[config.mk]
export PLATFORM = sky130hd
export DESIGN_NAME = mc_control
export DESIGN_NICKNAME = d
export VERILOG_FILES = /design/src/rtl/mc_pkg.sv /design/src/rtl/mc_out_decode.sv /design/src/rtl/mc_control.sv
export SDC_FILE = /design/constraint.sdc
export NUM_CORES = 1
export LEC_CHECK = 0
export CAP_MARGIN = 15
export CORE_MARGIN = 5
export CORE_UTILIZATION = 25
export DETAILED_ROUTE_END_ITERATION = 10
export HOLD_SLACK_MARGIN = 0.12
export PLACE_DENSITY_LB_ADDON = 0.3
export SYNTH_ARGS = -nofsm -noshare
export SYNTH_HDL_FRONTEND = slang
export SYNTH_SLANG_ARGS = --single-unit
export TNS_END_PERCENT = 20
[constraint.sdc]
create_clock -name clk -period 1.9 [get_ports clk]
set_input_delay 0.38 -clock clk [delete_from_list [all_inputs] [get_ports clk]]
set_output_delay 0.38 -clock clk [all_outputs]
set_load 0.05 [all_outputs]
[src/rtl/mc_pkg.sv]
// mc_pkg: shared types and constants for the multi-cycle MIPS controller.
// State encoding, opcode/funct values, mux selects and the control bundle.
package mc_pkg;

  typedef enum logic [3:0] {
    S_FETCH,
    S_DECODE,
    S_EXEC_R,
    S_WB_R,
    S_EXEC_I,
    S_WB_I,
    S_MEM_ADDR,
    S_MEM_RD,
    S_WB_MEM,
    S_MEM_WR,
    S_BRANCH,
    S_JUMP,
    S_JAL,
    S_JR
  } state_t;

  localparam logic [5:0] OP_RTYPE = 6'b000000;
  localparam logic [5:0] OP_ADDI  = 6'b001000;
  localparam logic [5:0] OP_LW    = 6'b100011;
  localparam logic [5:0] OP_SW    = 6'b101011;
  localparam logic [5:0] OP_BEQ   = 6'b000100;
  localparam logic [5:0] OP_BNE   = 6'b000101;
  localparam logic [5:0] OP_J     = 6'b000010;
  localparam logic [5:0] OP_JAL   = 6'b000011;
  localparam logic [5:0] FN_JR    = 6'b001000;

  localparam logic [1:0] PC_ALU    = 2'd0;
  localparam logic [1:0] PC_ALUOUT = 2'd1;
  localparam logic [1:0] PC_JUMP   = 2'd2;
  localparam logic [1:0] PC_REG    = 2'd3;

  localparam logic [1:0] RD_RT = 2'd0;
  localparam logic [1:0] RD_RD = 2'd1;
  localparam logic [1:0] RD_RA = 2'd2;

  localparam logic [1:0] MR_ALU = 2'd0;
  localparam logic [1:0] MR_MDR = 2'd1;
  localparam logic [1:0] MR_PC  = 2'd2;

  localparam logic [1:0] SB_B    = 2'd0;
  localparam logic [1:0] SB_4    = 2'd1;
  localparam logic [1:0] SB_IMM  = 2'd2;
  localparam logic [1:0] SB_IMM2 = 2'd3;

  localparam logic [1:0] AO_ADD   = 2'd0;
  localparam logic [1:0] AO_SUB   = 2'd1;
  localparam logic [1:0] AO_FUNCT = 2'd2;

  typedef struct packed {
    logic       pc_write;
    logic       pc_write_cond;
    logic       branch_ne;
    logic [1:0] pc_src;
    logic       iord;
    logic       mem_read;
    logic       mem_write;
    logic       ir_write;
    logic [1:0] reg_dst;
    logic [1:0] mem_to_reg;
    logic       reg_write;
    logic       alu_src_a;
    logic [1:0] alu_src_b;
    logic [1:0] alu_op;
    logic       illegal;
  } ctrl_t;

  function automatic logic is_legal(input logic [5:0] op);
    return (op == OP_RTYPE) || (op == OP_ADDI) ||
           (op == OP_LW)    || (op == OP_SW)   ||
           (op == OP_BEQ)   || (op == OP_BNE)  ||
           (op == OP_J)     || (op == OP_JAL);
  endfunction

  // Dispatch out of DECODE; illegal opcodes fall back to FETCH.
  function automatic state_t decode_next(
    input logic [5:0] op,
    input logic [5:0] fn
  );
    state_t s;
    s = S_FETCH;
    unique case (1'b1)
      op == OP_RTYPE && fn == FN_JR: s = S_JR;
      op == OP_RTYPE && fn != FN_JR: s = S_EXEC_R;
      op == OP_ADDI:                 s = S_EXEC_I;
      op == OP_LW || op == OP_SW:    s = S_MEM_ADDR;
      op == OP_BEQ || op == OP_BNE:  s = S_BRANCH;
      op == OP_J:                    s = S_JUMP;
      op == OP_JAL:                  s = S_JAL;
      default:                       s = S_FETCH;
    endcase
    return s;
  endfunction

endpackage

[src/rtl/mc_out_decode.sv]
// mc_out_decode: combinational state-to-control map.
// FETCH qualifies ir_write/pc_write with mem_ready.
module mc_out_decode
  import mc_pkg::*;
(
  input  state_t     state,
  input  logic [5:0] opcode,
  input  logic       mem_ready,
  output ctrl_t      ctrl
);

  always_comb begin
    ctrl = '0;
    unique case (state)
      S_FETCH: begin
        ctrl.mem_read  = 1'b1;
        ctrl.alu_src_b = SB_4;
        ctrl.ir_write  = mem_ready;
        ctrl.pc_write  = mem_ready;
      end
      S_DECODE: begin
        ctrl.alu_src_b = SB_IMM2;
        ctrl.illegal   = !is_legal(opcode);
      end
      S_EXEC_R: begin
        ctrl.alu_src_a = 1'b1;
        ctrl.alu_src_b = SB_B;
        ctrl.alu_op    = AO_FUNCT;
      end
      S_WB_R: begin
        ctrl.reg_dst   = RD_RD;
        ctrl.reg_write = 1'b1;
      end
      S_EXEC_I, S_MEM_ADDR: begin
        ctrl.alu_src_a = 1'b1;
        ctrl.alu_src_b = SB_IMM;
      end
      S_WB_I: begin
        ctrl.reg_dst   = RD_RT;
        ctrl.reg_write = 1'b1;
      end
      S_MEM_RD: begin
        ctrl.mem_read = 1'b1;
        ctrl.iord     = 1'b1;
      end
      S_WB_MEM: begin
        ctrl.mem_to_reg = MR_MDR;
        ctrl.reg_write  = 1'b1;
      end
      S_MEM_WR: begin
        ctrl.mem_write = 1'b1;
        ctrl.iord      = 1'b1;
      end
      S_BRANCH: begin
        ctrl.alu_src_a     = 1'b1;
        ctrl.alu_op        = AO_SUB;
        ctrl.pc_write_cond = 1'b1;
        ctrl.pc_src        = PC_ALUOUT;
        ctrl.branch_ne     = opcode[0];
      end
      S_JUMP: begin
        ctrl.pc_write = 1'b1;
        ctrl.pc_src   = PC_JUMP;
      end
      S_JAL: begin
        ctrl.pc_write   = 1'b1;
        ctrl.pc_src     = PC_JUMP;
        ctrl.reg_write  = 1'b1;
        ctrl.reg_dst    = RD_RA;
        ctrl.mem_to_reg = MR_PC;
      end
      S_JR: begin
        ctrl.pc_write = 1'b1;
        ctrl.pc_src   = PC_REG;
      end
      default: ctrl = '0;
    endcase
  end

endmodule

[src/rtl/mc_control.sv]
// mc_control: multi-cycle MIPS main controller.
// Sequences a shared-memory datapath and counts retired instructions.
module mc_control
  import mc_pkg::*;
#(
  parameter int CNT_W  = 32,
  parameter int RA_REG = 31
) (
  input  logic             clk,
  input  logic             rst,
  input  logic [5:0]       opcode,
  input  logic [5:0]       funct,
  input  logic             mem_ready,
  output logic             pc_write,
  output logic             pc_write_cond,
  output logic             branch_ne,
  output logic [1:0]       pc_src,
  output logic             iord,
  output logic             mem_read,
  output logic             mem_write,
  output logic             ir_write,
  output logic [1:0]       reg_dst,
  output logic [1:0]       mem_to_reg,
  output logic             reg_write,
  output logic             alu_src_a,
  output logic [1:0]       alu_src_b,
  output logic [1:0]       alu_op,
  output logic             illegal,
  output logic [CNT_W-1:0] retired
);

  if (RA_REG < 0 || RA_REG > 31) begin : g_ra_check
    $error("RA_REG must index a register");
  end

  state_t state;
  state_t next;
  logic   retire;
  ctrl_t  ctrl;

  always_ff @(posedge clk) begin
    if (rst) begin
      state   <= S_FETCH;
      retired <= '0;
    end else begin
      state <= next;
      if (retire) retired <= retired + CNT_W'(1);
    end
  end

  always_comb begin
    next   = state;
    retire = 1'b0;
    unique case (state)
      S_FETCH:    if (mem_ready) next = S_DECODE;
      S_DECODE:   next = decode_next(opcode, funct);
      S_EXEC_R:   next = S_WB_R;
      S_EXEC_I:   next = S_WB_I;
      S_MEM_ADDR: next = opcode[3] ? S_MEM_WR : S_MEM_RD;
      S_MEM_RD:   if (mem_ready) next = S_WB_MEM;
      S_MEM_WR: begin
        if (mem_ready) begin
          next   = S_FETCH;
          retire = 1'b1;
        end
      end
      S_WB_R, S_WB_I, S_WB_MEM,
      S_BRANCH, S_JUMP, S_JAL, S_JR: begin
        next   = S_FETCH;
        retire = 1'b1;
      end
      default: next = S_FETCH;
    endcase
  end

  mc_out_decode u_out (
    .state     (state),
    .opcode    (opcode),
    .mem_ready (mem_ready),
    .ctrl      (ctrl)
  );

  assign pc_write      = ctrl.pc_write;
  assign pc_write_cond = ctrl.pc_write_cond;
  assign branch_ne     = ctrl.branch_ne;
  assign pc_src        = ctrl.pc_src;
  assign iord          = ctrl.iord;
  assign mem_read      = ctrl.mem_read;
  assign mem_write     = ctrl.mem_write;
  assign ir_write      = ctrl.ir_write;
  assign reg_dst       = ctrl.reg_dst;
  assign mem_to_reg    = ctrl.mem_to_reg;
  assign reg_write     = ctrl.reg_write;
  assign alu_src_a     = ctrl.alu_src_a;
  assign alu_src_b     = ctrl.alu_src_b;
  assign alu_op        = ctrl.alu_op;
  assign illegal       = ctrl.illegal;

endmodule
==> summary.md, run 1 <==
| Metric | Value |
|---|---|
| Outcome | complete, but fails checks |
| Violated checks | setup timing |
| Hold WS | approximately 500 ps |
| Nets | 427 |
| CTS Hold Bufs | 0 |
| Die W | 103 um |
| Crit path DAT | 1550 ps |
| Startpoint Class | register |
| Clock Pin Slew Worst Setup and Hold Paths | 70 ps |
| Core Area | 0.00826 mm2 |
| Layout fillers | about 840 |
| Site Rows | 33 |
| Htree depth | 2 |
| Largest net degree at the start of global routing | 23 |
| DR pass1 iterations | 4 |
| Post-synthesis register bit count | 36 |
| Final setup viols | 1 |
| Largest cells by area after synthesis | dfxtp_1 34%, nor2_1 6.5%, xor2_1 6.1% |
| Cell Pwr Density | ~410 mW/mm2 |
| Final HPWL DP | 5190 um |
| Post-Syn Instances | 287 |
| Tmin final | ~1900 ps |
| Final WS setup | -28.8 ps |
| Worst setup path category | reg -> out |
| Lkg Pwr | 1.49 nW |
| Req. time, crit path | 1520 ps |
| CTS tree | built |
| Clk_skew | 4.54 ps |
| GP Congestion | 0.852 |
| Hold depth | 2 |
| Die outline height | 103 um |
| Count leader, synth | nor2_1 |
| Vias | 2,503 |
| Hold Fails Final Rpt | 0 |
| Crit Path Max Fanout | 8 |
| Initial Utilization | 0.259 |
| CTS Sinks | 36 |
| Final period utilization | 1.02 |
| ANT cells | 0 |
| Io pins | 67 |
| CP Capture Type | output pin |
| Worst Hold Class | reg -> reg |
| Wire length per cell | 13.0 um |
| Vias in the first global route | 2,412 |
| IO buf count | 66 |
| Syn avg cell area | 7.45 um2 |
| First-pass GRT wire length | about 11,000 um |
| Pins Over Slew Limit | 0 |
| Final antenna-violating net count | 0 |
| TritonCTS buffer count | 5 |
| Top cell type's share of synthesized area | 0.337 |
| Total congestion overflow | 0 |
| GR Util All Layers | 0.130 |
| Area delta synth->final | 71.6% |
| Post-route DRC violation count | 0 |
| Initial antenna violation count | 0 |
| Vias per inst | 4.85 |
| Post-synth EDFFs | 0 |
| Share of cells above drive strength 1 | 0.375 |
| Max-cap violations | 0 |
| Synth cell count leaders | 37 x nor2_1, 36 x dfxtp_1, 21 x a21oi_1, 18 x nand2_1, 15 x xor2_1 |
| Distinct cells, synth | 43 |
| Clock latency at the later pin of the worst-skew pair | 290 ps |
| Clk root buf | clkbuf_8 |
| Post-Route Setup TNS | -28.8 ps |
| Top FF cell, synth | dfxtp_1 |
| Syn Nets | 303 |
| Seq/Total Area, Yosys | 0.337 |
| Die area | between 0.01 and 0.015 mm2 |
| Cell Area, Synth | 0.00214 mm2 |
| Fmax | 518 MHz |
| Worst-margin pin slew | slightly below 500 ps |
| FFs w/ async S/R, synth | 0 |
| Yosys top cell by area | dfxtp_1 |
| Clock Path Buffers | 2 |
| Ys Warns | 0 |
| Peak VDD IR | 280 uV |
| Worst slack, placed | -305 ps |
| Slew margin rel. | 0.669 |
| Post-Route WL | 6720 um |
| RSZ-0062 raised after global routing | true |
| Iter 0 DRT Violations | 84 |
| Worst reg-to-reg path cell count | 5 |
-- what timing repair did --
action	in CTS	in global routing
pin swaps	6	7
setup buffers	2	1
hold endpoints to repair	0	0
endpoints found under the setup margin	13	30
gates resized for setup	23	13
-- cells in the final DEF (no fill, tap or decap), types with 11 or more instances in the layout --
cell type / count
o21ai_1: 12
clkdlybuf4s50_1: 11
or3_1: 13
buf_4: 94
nand4_1: 14
buf_12: 17
xor2_1: 15
nor2_1: 34
a21oi_1: 21
dfxtp_1: 32
nand3_1: 14
nand2_1: 17
-- through the flow --
stage               cell area, um2  cells  utilization  power (W)
detailed placement            3470    506        0.420    0.00102
floorplan                     2170    287            -   0.000883
global route                  3670    516        0.445    0.00160
CTS                           3620    515        0.438    0.00154
global placement              3470    506        0.420    0.00101
finish                        3670    516        0.445    0.00152
-- sequential cells by signal, indices dropped and copies added (netlist names) --
signal	count
retired	32
state	4
-- area by class of cell --
class	count	area, um2	share of cell area
inverter	8	32.5	0.00886
sequential	36	728	0.198
multi-input combinational	227	1440	0.391
clock buffer	6	72.6	0.0198
tap	105	131	0.0358
timing repair buffer	133	1270	0.345
clock inverter	1	5.00	0.00136
-- cells by family (layout without fill, tap and decap cells) --
kind of cell | count (synthesis) | after routing | synth area share
AOI/OAI and AO/OA | 60 | 60 | 0.160
xor gates and xnor gates | 17 | 17 | 0.0696
adders and majority gates | 1 | 1 | 0.00585
buffers and inverters | 24 | 148 | 0.0433
DFF | 36 | 36 | 0.337
muxes | 3 | 3 | 0.0140
and+or+nand+nor | 146 | 146 | 0.371
-- path summary, 6_finish.rpt --
| check | from | to | slack (ps) |
|---|---|---|---|
| max | state[2] | pc_write | -30 |
| min | retired[29] | retired[29] | 500 |
| max reg2reg | retired[16] | retired[28] | 110 |
| min reg2reg | retired[29] | retired[29] | 500 |
-- routing by layer --
layer | share of wire | GRT usage | vias up
li1 | - | - | 1280
met1 | 0.46 | 0.166 | 1162
met2 | 0.49 | 0.221 | 52
met3 | 0.046 | 0.0304 | 9
met4 | 0.0089 | 0.0323 | 0
met5 | 0 | 0 | -
-- report_power, final --
group | leakage (nW) | switching [W] | internal, W
Sequential | 0.292 | 0.00000224 | 0.000755
Clock | 0.0410 | 0.000259 | 0.000249
Combinational | 1.15 | 0.000132 | 0.000119
-- worst max-delay path: stages (launching register included) --
cell	delay, ps
dfxtp_2	340
buf_4	160
nand2_2	100
o21ai_0	80
and2_2	190
or2_4	230
buf_12	150
No activity file was read; power rests on OpenSTA's default activity.
==> run 2, diff against run 1 <==
- ABC_AREA: not set -> 1
==> summary.md, run 2 <==
| Metric | Value |
|---|---|
| Startpoint Class | input pin (was register) |
| Post-synth EDFFs | 0 (unchanged) |
| Clk root buf | clkbuf_8 (unchanged) |
| Die area | 0.0122 mm2 (was 0.0105 mm2) |
| Pins Over Slew Limit | 0 (unchanged) |
| Max-cap violations | 0 (unchanged) |
| Slew margin rel. | 0.679 (was 0.669) |
| Cell Area, Synth | 0.00251 mm2 (was 0.00214 mm2) |
| Worst setup path category | in -> out (was reg -> out) |
| IO buf count | 66 (unchanged) |
| Area delta synth->final | 51.3% (was 71.6%) |
| Max FFs per register | 32 (unchanged) |
| Ys Warns | 0 (unchanged) |
| CTS Sinks | 36 (unchanged) |
| Clock Path Buffers | 2 (unchanged) |
| Post-Route Setup TNS | 0 ps (was -28.8 ps) |
| TritonCTS buffer count | 5 (unchanged) |
| Count leader, synth | nand2_1 (was nor2_1) |
| Top cell type's share of synthesized area | 0.287 (was 0.337) |
| Met3 Use GR | 0.0250 (was 0.0304) |
| Post-synthesis register bit count | 36 (unchanged) |
| Busiest grt layer | met2 (unchanged) |
| Final instance area | 0.00380 mm2 (was 0.00367 mm2) |
| Initial antenna violation count | 0 (unchanged) |
| ANT cells | 0 (unchanged) |
| Clock latency at the later pin of the worst-skew pair | 300 ps (was 290 ps) |
| Sequential Area | 731 um2 (was 728 um2) |
| Register name with the most flops | retired (unchanged) |
| Site Rows | 36 (was 33) |
| CP Capture Type | output pin (unchanged) |
| Die outline height | 110 um (was 103 um) |
| Largest regs | retired x32, state x4 (unchanged) |
| GR Util All Layers | 0.136 (was 0.130) |
| CTS tree | built (unchanged) |
| First-pass GRT wire length | 13,200 um (was 11,200 um) |
| Fmax | 540 MHz (was 518 MHz) |
| Clk_skew | 8.61 ps (was 4.54 ps) |
| Seq/Total Area, Yosys | 0.287 (was 0.337) |
| Nets | 556 (was 427) |
| Grt met1 use | 0.183 (was 0.166) |
| Die W | 110 um (was 103 um) |
| Share of cells above drive strength 1 | 0.259 (was 0.375) |
| Outcome | completed (was complete, but fails checks) |
| Syn avg cell area | 5.67 um2 (was 7.45 um2) |
| Core Area | 0.00977 mm2 (was 0.00826 mm2) |
| DR pass1 iterations | 5 (was 4) |
| Hold Fails Final Rpt | 0 (unchanged) |
| Crit path DAT | 1470 ps (was 1550 ps) |
| Post-Route WL | 8290 um (was 6720 um) |
| Most frequent cells in the layout | 167 x nand2_1, 73 x nor2_1, 67 x buf_4 (was 94 x buf_4, 34 x nor2_1, 32 x dfxtp_1) |
| Synth cell count leaders | 172 x nand2_1, 82 x nor2_1, 36 x dfxtp_1, 34 x a21oi_1, 30 x inv_1 (was 37 x nor2_1, 36 x dfxtp_1, 21 x a21oi_1, 18 x nand2_1, 15 x xor2_1) |
| Top FF cell, synth | dfxtp_1 (unchanged) |
| FFs w/ async S/R, synth | 0 (unchanged) |
| FF-to-FF setup slack | 280 ps (was 110 ps) |
| Syn Nets | 459 (was 303) |
| Tmin final | 1850 ps (was 1930 ps) |
| Area of the multi-input gates | 0.00166 mm2 (was 0.00144 mm2) |
| Met2 Track Usage GR | 0.220 (was 0.221) |
| Cell Pwr Density | 437 mW/mm2 (was 413 mW/mm2) |
| Worst Hold Class | reg -> reg (unchanged) |
| Clock Pin Slew Worst Setup and Hold Paths | 70 ps (about the same) |
| Final period utilization | 0.974 (was 1.02) |
| Total Power | 0.00166 W (was 0.00152 W) |
| Final setup viols | 0 (was 1) |
| Post-route DRC violation count | 0 (unchanged) |
| CTS Hold Bufs | 0 (unchanged) |
| Largest cells by area after synthesis | dfxtp_1 29%, nand2_1 26%, nor2_1 12% (was dfxtp_1 34%, nor2_1 6.5%, xor2_1 6.1%) |
| Post-Syn Instances | 443 (was 287) |
| Layout fillers | 1,055 (was 837) |
| Final antenna-violating net count | 0 (unchanged) |
| Distinct cells, synth | 27 (was 43) |
| Total congestion overflow | 0 (unchanged) |
| Vias per inst | 4.58 (was 4.85) |
| Vias | 3,088 (was 2,503) |
| Iter 0 DRT Violations | 176 (was 84) |
| Htree depth | 2 (unchanged) |
| Yosys top cell by area | dfxtp_1 (unchanged) |
| Final HPWL DP | 6490 um (was 5190 um) |
| Lkg Pwr | 1.62 nW (was 1.49 nW) |
| GP Congestion | 0.881 (was 0.852) |
| Peak VDD IR | 201 uV (was 280 uV) |
| Crit Path Max Fanout | 2 (was 8) |
| Worst-margin pin slew | 478 ps (was 494 ps) |
| Initial Utilization | 0.257 (was 0.259) |
| Wire length per cell | 12.3 um (was 13.0 um) |
| Vias in the first global route | 2,818 (was 2,412) |
| RSZ-0062 raised after global routing | true (unchanged) |
| Most common cell after layout, fill and taps aside | nand2_1 (was buf_4) |
| Io pins | 67 (unchanged) |
| Req. time, crit path | 1520 ps (about the same) |
| Area post-placement | 0.00356 mm2 (was 0.00347 mm2) |
| Largest net degree at the start of global routing | 26 (was 23) |
## run 2: critical path, stage by stage
cell and delay [ps]:
clkdlybuf4s15_1 170, or2_4 250, o21ai_2 160, nand4_1 160, nor3_4 190, buf_12 160
## run 2: metrics by stage
step	hold WS, ps	cells	setup slack [ps]	util
floorplan	605	443	-122	-
global placement	476	654	-294	0.365
detailed placement	487	654	-322	0.365
CTS	509	673	0.512	0.384
global route	542	674	-12.3	0.389
finish	498	674	49.5	0.389
## run 2: final cells by class
class / count / share of cell area
multi-input combinational: 359 / 0.437
sequential: 36 / 0.192
tap: 133 / 0.0438
clock buffer: 8 / 0.0237
timing repair buffer: 101 / 0.267
inverter: 37 / 0.0365
## run 2: kinds of logic (layout without fill, tap and decap cells)
| family | after synthesis | after routing | synth area share |
|---|---|---|---|
| AOI/OAI and AO/OA | 46 | 46 | 0.0946 |
| xor gates and xnor gates | 8 | 8 | 0.0279 |
| adders and majority gates | 1 | 1 | 0.00498 |
| buffers and inverters | 48 | 146 | 0.0812 |
| DFF | 36 | 36 | 0.287 |
| and+or+nand+nor | 304 | 304 | 0.504 |
## run 2: metal layers
| metal | wire [um] | part of all wire |
|---|---|---|
| met5 | 0 | 0 |
| met4 | 78 | 0.0094 |
| met3 | 454 | 0.055 |
| met1 | 3950 | 0.48 |
| met2 | 3810 | 0.46 |
## run 2: repair_timing
action,4_1_cts,5_1_grt
cloned,0,0
pin swaps,7,11
setup endpoints to repair,9,10
setup buffers,11,1
resized for setup,28,25
## run 2: final timing paths
kind / startpoint / to / cells past startpoint
setup / recovery: funct[0] / illegal / 6
setup reg to reg: state[3] / retired[14] / 10
hold reg to reg: retired[0] / retired[0] / 1
hold / removal: retired[0] / retired[0] / 1
## run 2: power breakdown
group	leakage, nW	switching (W)	total, W	internal, W
Combinational	1.28	0.000182	0.000324	0.000142
Sequential	0.293	0.0000130	0.000773	0.000760
Clock	0.0455	0.000270	0.000566	0.000296
==> run 3, diff against run 2 <==
- SKIP_LAST_GASP: not set -> 1
- clock period: 1.9 -> 2 ns (I/O delays scaled with it)
==> summary.md, run 3 (synthesis results as in run 2) <==
| Metric | Value |
|---|---|
| Worst Hold Class | reg -> reg (unchanged) |
| Max-cap violations | 0 (unchanged) |
| Most frequent cells in the layout | 172 x nand2_1, 78 x nor2_1, 45 x buf_4 (was 167 x nand2_1, 73 x nor2_1, 67 x buf_4) |
| Peak VDD IR | 314 uV (was 201 uV) |
| Vias | 2,996 (was 3,088) |
| CP Capture Type | output pin (unchanged) |
| Total congestion overflow | 0 (unchanged) |
| GR Util All Layers | 0.136 (about the same) |
| Slew margin rel. | 0.659 (was 0.679) |
| Register name with the most flops | retired (unchanged) |
| Most common cell after layout, fill and taps aside | nand2_1 (unchanged) |
| First-pass GRT wire length | 13,400 um (was 13,200 um) |
| Area of the multi-input gates | 0.00162 mm2 (was 0.00166 mm2) |
| Clk_skew | 8.77 ps (was 8.61 ps) |
| Cell Pwr Density | 431 mW/mm2 (was 437 mW/mm2) |
| Vias in the first global route | 2,882 (was 2,818) |
| Post-Route Setup TNS | 0 ps (unchanged) |
| Iter 0 DRT Violations | 169 (was 176) |
| Final HPWL DP | 6320 um (was 6490 um) |
| Sequential Area | 726 um2 (was 731 um2) |
| Worst setup path category | in -> out (unchanged) |
| Initial Utilization | 0.257 (unchanged) |
| Die W | 110 um (unchanged) |
| Startpoint Class | input pin (unchanged) |
| Largest net degree at the start of global routing | 25 (was 26) |
| Initial antenna violation count | 0 (unchanged) |
| Fmax | approximately 520 MHz |
| Pins Over Slew Limit | 0 (unchanged) |
| Largest regs | retired x32, state x4 (unchanged) |
| Htree depth | 2 (unchanged) |
| Io pins | 67 (unchanged) |
| Final WS setup | 82.8 ps (was 49.5 ps) |
| IO buf count | 66 (unchanged) |
| Clock Path Buffers | 2 (unchanged) |
| Reg2reg start | state[0] (was state[3]) |
| Hold Fails Final Rpt | 0 (unchanged) |
| Worst slack, placed | -227 ps (was -322 ps) |
| GP Congestion | 0.898 (was 0.881) |
| Die area | 0.0122 mm2 (unchanged) |
| Crit path launch | funct[0] (unchanged) |
| Final setup viols | 0 (unchanged) |
| Post-Route WL | 8040 um (was 8290 um) |
| Share of cells above drive strength 1 | 0.190 (was 0.259) |
| Clock Pin Slew Worst Setup and Hold Paths | 70 ps (about the same) |
| Clock latency at the later pin of the worst-skew pair | 290 ps (was 300 ps) |
| Crit Path Max Fanout | 2 (unchanged) |
| ANT cells | 0 (unchanged) |
| Lkg Pwr | 1.53 nW (was 1.62 nW) |
| CTS tree | built (unchanged) |
| Core Area | 0.00977 mm2 (unchanged) |
| CTS Sinks | 36 (unchanged) |
| Wire length per cell | 12.3 um (about the same) |
| Total Power | 0.00156 W (was 0.00166 W) |
| Post-route DRC violation count | 0 (unchanged) |
| Worst-margin pin slew | 509 ps (was 478 ps) |
| Final antenna-violating net count | 0 (unchanged) |
| Final period utilization | 0.959 |
| Area delta synth->final | 44.1% (was 51.3%) |
| DR pass1 iterations | 4 (was 5) |
| Nets | 536 (was 556) |
| Crit path DAT | 1520 ps (was 1470 ps) |
| Site Rows | 36 (unchanged) |
| Hold wc startpoint | retired[28] (was retired[0]) |
| TritonCTS buffer count | 5 (unchanged) |
| Tmin final | 1920 ps |
| Outcome | completed (unchanged) |
| RSZ-0062 raised after global routing | false (was true) |
| Layout fillers | 1,073 (was 1,055) |
| Vias per inst | 4.58 (about the same) |
| Req. time, crit path | 1600 ps (was 1520 ps) |
| Max FFs per register | 32 (unchanged) |
| Die outline height | 110 um (unchanged) |
| Clk root buf | clkbuf_8 (unchanged) |
==> run 3: worst paths after layout <==
kind / endpoint / slack, ps / cells past startpoint
max: illegal / 80 / 6
min: retired[28] / 510 / 2
max reg2reg: retired[2] / 280 / 10
min reg2reg: retired[28] / 510 / 2
==> run 3: layer usage <==
metal / GRT usage / share of wire
met1: 0.174 / 0.46
met2: 0.235 / 0.48
met3: 0.0280 / 0.046
met4: 0.0308 / 0.010
met5: 0 / 0
==> run 3: what timing repair did <==
item / CTS / global route
setup endpoints to repair: 3 / 6
buffers inserted: 2 / 0
gates resized for setup: 17 / 6
hold buffers: 0 / 0
pin swaps: 7 / 2
==> run 3: layout make-up <==
| class | count | share of cell area |
|---|---|---|
| Timing Repair Buffer | 81 | 0.244 |
| Sequential cell | 36 | 0.200 |
| Clock buffer | 8 | 0.0249 |
| Inverter | 37 | 0.0384 |
| Multi-Input combinational cell | 359 | 0.446 |
| Tap cell | 133 | 0.0460 |
==> run 3: worst max-delay path: stages <==
cell,delay (ps)
dlygate4sd2_1,240
or2_4,250
o21ai_2,130
nand4_1,150
nor3_4,180
buf_12,160
==> run 3: metrics by stage <==
| stage | instance area (um2) | std cells | hold WS [ps] | util |
|---|---|---|---|---|
| finish | 3620 | 654 | 511 | 0.370 |
| global route | 3620 | 654 | 544 | 0.370 |
| global placement | 3500 | 644 | 474 | 0.359 |
| detailed placement | 3500 | 644 | 498 | 0.359 |
| CTS | 3600 | 654 | 515 | 0.369 |
| floorplan | 2520 | 443 | 605 | - |
==> run 3: report_power, final <==
group          switching [W]  internal (W)
clock               0.000259      0.000281
combinational       0.000164      0.000120
sequential         0.0000112      0.000722
